==> src/rtl/video_pkg.sv <==
// Video timing package.
// Holds the timing_t description of a video mode (four horizontal and four
// vertical segment lengths plus sync polarities), presets for common modes,
// and a helper that sums the four segments of one axis.
package video_pkg;

  typedef struct packed {
    int unsigned h_active;
    int unsigned h_fp;
    int unsigned h_sync;
    int unsigned h_bp;
    int unsigned v_active;
    int unsigned v_fp;
    int unsigned v_sync;
    int unsigned v_bp;
    logic        h_pol;
    logic        v_pol;
  } timing_t;

  localparam timing_t TIMING_640X480_60 = '{
    h_active: 640, h_fp: 16, h_sync: 96, h_bp: 48,
    v_active: 480, v_fp: 10, v_sync: 2,  v_bp: 33,
    h_pol: 1'b0, v_pol: 1'b0};

  localparam timing_t TIMING_800X600_60 = '{
    h_active: 800, h_fp: 40, h_sync: 128, h_bp: 88,
    v_active: 600, v_fp: 1,  v_sync: 4,   v_bp: 23,
    h_pol: 1'b1, v_pol: 1'b1};

  localparam timing_t TIMING_1280X720_60 = '{
    h_active: 1280, h_fp: 110, h_sync: 40, h_bp: 220,
    v_active: 720,  v_fp: 5,   v_sync: 5,  v_bp: 20,
    h_pol: 1'b1, v_pol: 1'b1};

  // Length of one full axis: active + front porch + sync + back porch.
  function automatic int unsigned span_total(int unsigned act, int unsigned fp,
                                             int unsigned sync, int unsigned bp);
    return act + fp + sync + bp;
  endfunction

endpackage

==> src/rtl/timing_counter.sv <==
// One axis of the raster: a wrapping position counter plus region decode.
// Ports:
//   clk, rst_n  clock, async active-low reset
//   inc         advance by one this cycle
//   cnt         current position 0..TOTAL-1
//   wrap        cnt is at TOTAL-1 (next increment returns to 0)
//   active      cnt < ACT_END
//   sync        SYNC_BEG <= cnt < SYNC_END
// Bounds are W+1 bits wide so a bound equal to 2**W is representable.
module timing_counter #(
  parameter int         W        = 12,
  parameter logic [W:0] TOTAL    = (W+1)'(800),
  parameter logic [W:0] ACT_END  = (W+1)'(640),
  parameter logic [W:0] SYNC_BEG = (W+1)'(656),
  parameter logic [W:0] SYNC_END = (W+1)'(752)
) (
  input  logic         clk,
  input  logic         rst_n,
  input  logic         inc,
  output logic [W-1:0] cnt,
  output logic         wrap,
  output logic         active,
  output logic         sync
);

  localparam logic [W-1:0] LAST = W'(TOTAL - 1'b1);

  assign wrap   = (cnt == LAST);
  assign active = ({1'b0, cnt} < ACT_END);
  assign sync   = ({1'b0, cnt} >= SYNC_BEG) && ({1'b0, cnt} < SYNC_END);

  always_ff @(posedge clk or negedge rst_n) begin
    if (!rst_n)   cnt <= '0;
    else if (inc) cnt <= wrap ? '0 : cnt + 1'b1;
  end

endmodule

==> src/rtl/video_timing_gen.sv <==
// Raster video timing generator.
// Walks an (hc,vc) position through a full frame one pixel per enabled cycle
// and presents the registered position with its sync/enable/pulse decode one
// cycle later, so every output describes the same pixel.
// Ports:
//   clk_pix      pixel clock
//   rst_n        async active-low reset
//   en           advance one pixel this cycle
//   sx, sy       presented position within the full frame
//   hsync/vsync  sync outputs at H_POL/V_POL level during the sync region
//   de           presented position is visible
//   line_start   one-cycle pulse when a new sx==0 is presented
//   frame_start  one-cycle pulse when a new (0,0) is presented
module video_timing_gen
  import video_pkg::*;
#(
  parameter int   CORDW    = 12,
  parameter int   H_ACTIVE = 640,
  parameter int   H_FP     = 16,
  parameter int   H_SYNC   = 96,
  parameter int   H_BP     = 48,
  parameter int   V_ACTIVE = 480,
  parameter int   V_FP     = 10,
  parameter int   V_SYNC   = 2,
  parameter int   V_BP     = 33,
  parameter logic H_POL    = 1'b0,
  parameter logic V_POL    = 1'b0
) (
  input  logic             clk_pix,
  input  logic             rst_n,
  input  logic             en,
  output logic [CORDW-1:0] sx,
  output logic [CORDW-1:0] sy,
  output logic             hsync,
  output logic             vsync,
  output logic             de,
  output logic             line_start,
  output logic             frame_start
);

  localparam int H_TOT_I = int'(span_total(H_ACTIVE, H_FP, H_SYNC, H_BP));
  localparam int V_TOT_I = int'(span_total(V_ACTIVE, V_FP, V_SYNC, V_BP));

  localparam logic [CORDW:0] H_TOTAL    = (CORDW+1)'(H_TOT_I);
  localparam logic [CORDW:0] V_TOTAL    = (CORDW+1)'(V_TOT_I);
  localparam logic [CORDW:0] H_ACT_END  = (CORDW+1)'(H_ACTIVE);
  localparam logic [CORDW:0] H_SYNC_BEG = (CORDW+1)'(H_ACTIVE + H_FP);
  localparam logic [CORDW:0] H_SYNC_END = (CORDW+1)'(H_ACTIVE + H_FP + H_SYNC);
  localparam logic [CORDW:0] V_ACT_END  = (CORDW+1)'(V_ACTIVE);
  localparam logic [CORDW:0] V_SYNC_BEG = (CORDW+1)'(V_ACTIVE + V_FP);
  localparam logic [CORDW:0] V_SYNC_END = (CORDW+1)'(V_ACTIVE + V_FP + V_SYNC);

  if (H_ACTIVE == 0 || H_FP == 0 || H_SYNC == 0 || H_BP == 0 ||
      V_ACTIVE == 0 || V_FP == 0 || V_SYNC == 0 || V_BP == 0) begin : g_zero_param
    $error("video_timing_gen: timing parameters must all be nonzero");
  end
  if (H_TOT_I > 2**CORDW || V_TOT_I > 2**CORDW) begin : g_total_range
    $error("video_timing_gen: H/V total exceeds 2**CORDW");
  end

  logic [CORDW-1:0] hc, vc;
  logic h_wrap, h_act, h_sy, v_act, v_sy;
  // End-of-frame carry of the vertical axis has no consumer here.
  logic v_wrap_unused;

  timing_counter #(
    .W(CORDW), .TOTAL(H_TOTAL), .ACT_END(H_ACT_END),
    .SYNC_BEG(H_SYNC_BEG), .SYNC_END(H_SYNC_END)
  ) u_h (
    .clk(clk_pix), .rst_n(rst_n), .inc(en),
    .cnt(hc), .wrap(h_wrap), .active(h_act), .sync(h_sy)
  );

  // Vertical advances only on the pixel that wraps the line.
  timing_counter #(
    .W(CORDW), .TOTAL(V_TOTAL), .ACT_END(V_ACT_END),
    .SYNC_BEG(V_SYNC_BEG), .SYNC_END(V_SYNC_END)
  ) u_v (
    .clk(clk_pix), .rst_n(rst_n), .inc(en & h_wrap),
    .cnt(vc), .wrap(v_wrap_unused), .active(v_act), .sync(v_sy)
  );

  // Outputs sample the counters on the same edge the counters advance, so the
  // presented pixel trails the counter by one cycle. Pulses are tied to en so
  // a held position never re-fires them.
  always_ff @(posedge clk_pix or negedge rst_n) begin
    if (!rst_n) begin
      sx          <= '0;
      sy          <= '0;
      hsync       <= ~H_POL;
      vsync       <= ~V_POL;
      de          <= 1'b0;
      line_start  <= 1'b0;
      frame_start <= 1'b0;
    end else if (en) begin
      sx          <= hc;
      sy          <= vc;
      hsync       <= h_sy ? H_POL : ~H_POL;
      vsync       <= v_sy ? V_POL : ~V_POL;
      de          <= h_act & v_act;
      line_start  <= (hc == '0);
      frame_start <= (hc == '0) && (vc == '0);
    end else begin
      line_start  <= 1'b0;
      frame_start <= 1'b0;
    end
  end

endmodule
==> config.mk <==
export PLATFORM = sky130hd
export DESIGN_NAME = video_timing_gen
export DESIGN_NICKNAME = d
export VERILOG_FILES = /design/src/rtl/video_pkg.sv /design/src/rtl/timing_counter.sv /design/src/rtl/video_timing_gen.sv
export SDC_FILE = /design/constraint.sdc
export NUM_CORES = 1
export LEC_CHECK = 0
export CORE_MARGIN = 10
export CORE_UTILIZATION = 49
export DETAILED_ROUTE_END_ITERATION = 16
export PLACE_DENSITY = 0.8
export SLEW_MARGIN = 25
export SYNTH_ARGS = -nofsm -noshare
export SYNTH_HDL_FRONTEND = slang
export SYNTH_SLANG_ARGS = --single-unit
==> constraint.sdc <==
create_clock -name clk_pix -period 1.85 [get_ports clk_pix]
set_input_delay 0.555 -clock clk_pix [delete_from_list [all_inputs] [get_ports clk_pix]]
set_output_delay 0.555 -clock clk_pix [all_outputs]
set_load 0.005 [all_outputs]
* Word-level counts from Yosys, hierarchy flattened *
Index checks and enable logic that the tools add are counted.

word-level totals
  register bits after elaboration = 53
  bits of input ports = 3
  output and inout port bits = 29
  word-level logic and storage cells = 32

cells by class
  add/sub/neg operators = 2
  magnitude comparators = 6
  equality and inequality tests = 2
  multiplexer cells = 6
  bitwise logic cells = 2
  reduce and logical (&&, ||, !) cells = 5

operators by type and width
  cell                     number
  $add A12 B1 Y12 const B  2
  $eq A12 B10 Y1 const B   2
  $logic_not A12 Y1        2
  $lt A12 B10 Y1 const B   2
  $lt A12 B9 Y1 const B    2
  $mux W12                 2
  $ge A12 B10 Y1 const B   1
  $ge A12 B9 Y1 const B    1
  $mux W1                  4
  $logic_and A1 B1 Y1      3
  $and A1 B1 Y1            2

* Longest topological paths before layout *
  depth after elaboration = 3
  gate-level depth with buffers = 7
  gate-level depth less buffers = 6

* Cells and area by module *
From an unflattened synthesis, not the netlist that was laid out.

second synthesis, totals
  cell total of the unflattened synthesis = 207
  area total of the unflattened synthesis = 2,489.9 µm²

by module, submodules not included
  module                instances  cells an instance  area each (µm²)  seq. area each (µm²)
  video_timing_gen      1          73                 1,116.1          728.2
  timing_counter (u_h)  1          69                 695.7            300.3
  timing_counter (u_v)  1          65                 678.2            300.3

* Worst setup path before layout *
No wires, ideal clock.

  path type = register -> register
  start = reg u_h.cnt[0]
  end = reg u_v.cnt[11]
  library setup time = 0.125 ns
  data arrival time = 1.630 ns
  data required time = 1.725 ns
  path slack = 0.096 ns
  stages on the path, launching flop included = 6
  path buffers = 0
  period minus slack after synthesis = 1.754 ns
  path through = dfrtp_1 -> ha_1 -> and4_4 -> nand4_4 -> or4_4 -> xnor2_2

between the ends
  word-level cells in the longest chain between the ends = 2

ends and longest elaborated chain
  item                      line                    text
  start: declaration        timing_counter.sv:20    output logic [W-1:0] cnt,
  start signal: assignment  timing_counter.sv:34    else if (inc) cnt <= wrap ? '0 : cnt + 1'b1;
  $eq A12 B10 Y1            timing_counter.sv:28    assign wrap = (cnt == LAST);
  $and A1 B1 Y1             video_timing_gen.sv:79  .clk(clk_pix), .rst_n(rst_n), .inc(en & h_wrap),
  end signal: assignment    timing_counter.sv:34
  end: declaration          timing_counter.sv:20

No other way between the ends.
A chain may end at the register's enable or synchronous reset.

* Worst setup path in the final report *
  start = reg sx[3]
  end = out sx[3]

RTL lines
  item                      line                    text
  start: declaration        video_timing_gen.sv:32  output logic [CORDW-1:0] sx,
  start signal: assignment  video_timing_gen.sv:88  sx <= '0;
  start signal: assignment  video_timing_gen.sv:96  sx <= hc;

No word-level cell between the ends.

==> impl_metrics.yaml <==
global_route:
  grt_usage: 0.130
  antenna_found_initial: 0
  grt_first_pass_wirelength_mm: 8.85
  first_global_vias: 1792
  grt_max_degree: 29
  overflow: 0
power_and_ir_drop:
  powerDensity_nw_per_um2: 821
  total_power_mw: 2.47
  p_leak_nw: 1.36
  irDropWorstVdd_mv: 0.627
sta:
  finalClockSkew_ns: 0.00989
  rsz0062_at_grt: "no"
  timing.fmax_mhz: 559
  drv_slew: 0
  final_hold_viol_count: 0
  post-route-period-util: 0.967
  slew_headroom: 0.684
  hold_ws_ns: 0.0821
  finalSetupViolations: 0
  worst_slew_pin_slew_ns: 0.470
  min_period_ns: 1.79
  tns_ns: 0
finish:
  final_common_cell: "dfrtp_1"
  fin_nets: 263
  drive_gt1_frac: 0.234
  utilization: 0.629
  syn2layout_area_growth_pct: 22.1
  diodes: 0
  layout_common_cells: "dfrtp_1 (51), clkdlybuf4s50_1 (27), mux2_2 (23)"
worst_setup_path:
  cp-end-kind: "output pin"
  path_class: "reg2out"
  worstPathArrival_ns: 1.23
  start_kind: "flip-flop"
  required_ns: 1.29
  crit_chain: "clkdlybuf4s50_1"
  crit_fanout: 2
  slowest_delay_ns: 0.53
  cp_num_buf_inv: 1
  crit_slowest_cell: "clkdlybuf4s50_1"
  cpLargestDelayFamily: "buffers and inverters"
floorplanning:
  start_util: 0.515
  core_um2: 4790
  io_pins: 32
  rows: 25
  dieArea_um2: 8260
  die_x_um: 90.9
  die_height_um: 90.9
yosys:
  synth_cells: 211
  synth_seq_cells: 53
  synth_edf_count: 0
  synth_area_um2: 2460
  ys.flop_type: "dfrtp_1"
  async_flop_share: 1.00
  yosysUniqueCellTypes: 40
  postSynthAreaPerCell_um2: 11.7
  ys_seq_area_frac: 0.539
  synthesis.nets: 219
  yosys_warnings: 0
clock_tree:
  cts_tree: "built"
  cts_hold_buffers: 0
  htree_levels: 2
  clkLatencyLatePin_ns: 0.31
  cts_buffer_depth: 2
  clockRootBuffer: "clkbuf_8"
  cts_num_sinks: 53
  cts_buffers: 5
  clkTransAtPathRegs_ns: 0.10
routing:
  first_iter_violations: 169
  wire_per_inst_um: 16.0
  drt_first_pass_iters: 6
  via_per_inst: 5.50
  postRouteAntennaNets: 0
  vias: 1777
  finalWirelength_mm: 5.18
  drc: 0
run_status:
  outcome: "completed"
place:
  portBuffers: 31
  gp_congestion: 0.882
  dp_hpwl_mm: 3.72
flow_run:
  maxCapViolations: 0
min_path:
  min_path_type: "in2async"
[through the flow]
step                cells  worst slack, ns  area, um2
CTS                   323           0.0671       3010
global route          323           0.0213       3010
finish                323           0.0616       3010
floorplan             211           0.0956       2460
detailed placement    315           0.0525       2920
global placement      315            0.145       2920
[cell families after synthesis]
logic type / count (synthesis) / synth area share
AO/OA/AOI/OAI: 20 / 0.0442
buffers and inverters: 20 / 0.0421
adder cells (fa/ha/maj): 5 / 0.0254
flip-flops: 53 / 0.539
multiplexers: 24 / 0.109
AND/OR/NAND/NOR: 75 / 0.187
XOR/XNOR: 14 / 0.0528
[worst reg2reg max path: stages, from the launching register on]
cell and delay [ns]:
dfrtp_1 0.46, nor4_1 0.49, nand4_1 0.26, buf_4 0.22
a21oi_1 0.12, o21ai_0 0.08
[registers in the layout, indices dropped and copies added, names as in the netlist]
name	flops
de	1
frame_start	1
hsync	1
line_start	1
sx	12
sy	12
u_h.cnt	12
u_v.cnt	12
vsync	1
[Yosys cell counts (all sizes together) (5+ instances only)]
master,n,area share
buf,6,0.020
clkbuf,6,0.010
dfrtp,51,0.52
ha,5,0.025
inv,8,0.012
mux2,23,0.11
nand2,11,0.017
nand3,15,0.030
nand4,10,0.031
nor2,11,0.017
nor3,7,0.019
o21ai,10,0.020
xnor2,8,0.031
xor2,6,0.021
[metal layers]
layer / up-vias / global-route usage / wire length (um)
li1: 843 / - / -
met1: 884 / 0.172 / 2400
met2: 43 / 0.195 / 2400
met3: 7 / 0.0416 / 302
met4: 0 / 0.0431 / 74
met5: - / 0 / 0
[path summary, 6_finish.rpt]
kind	from	endpoint	slack, ns	cells past startpoint
min in group clk_pix	vsync	vsync	0.51	2
min reg2reg	vsync	vsync	0.51	2
min	rst_n	sy[8]	0.08	1
max reg2reg	u_v.cnt[5]	u_v.cnt[3]	0.10	5
max	sx[3]	sx[3]	0.06	1
max in group asynchronous	rst_n	sx[1]	1.27	2
[report_power, final]
part,internal [mW],switching (mW)
sequential,1.26,0.118
combinational,0.235,0.174
clock,0.306,0.373
total,1.81,0.665
[final cells by class]
class,count,area [um2]
inverter,8,30.0
multi-input combinational,138,1030
sequential,53,1330
clock buffer,8,90.1
timing repair buffer,49,445
tap,67,83.8
fill,390,1780
[repair_timing]
item                       CTS  global route
buffers inserted             0             0
setup endpoints to repair    2             0
resized for setup            2             0
No activity file was read; power rests on OpenSTA's default activity.
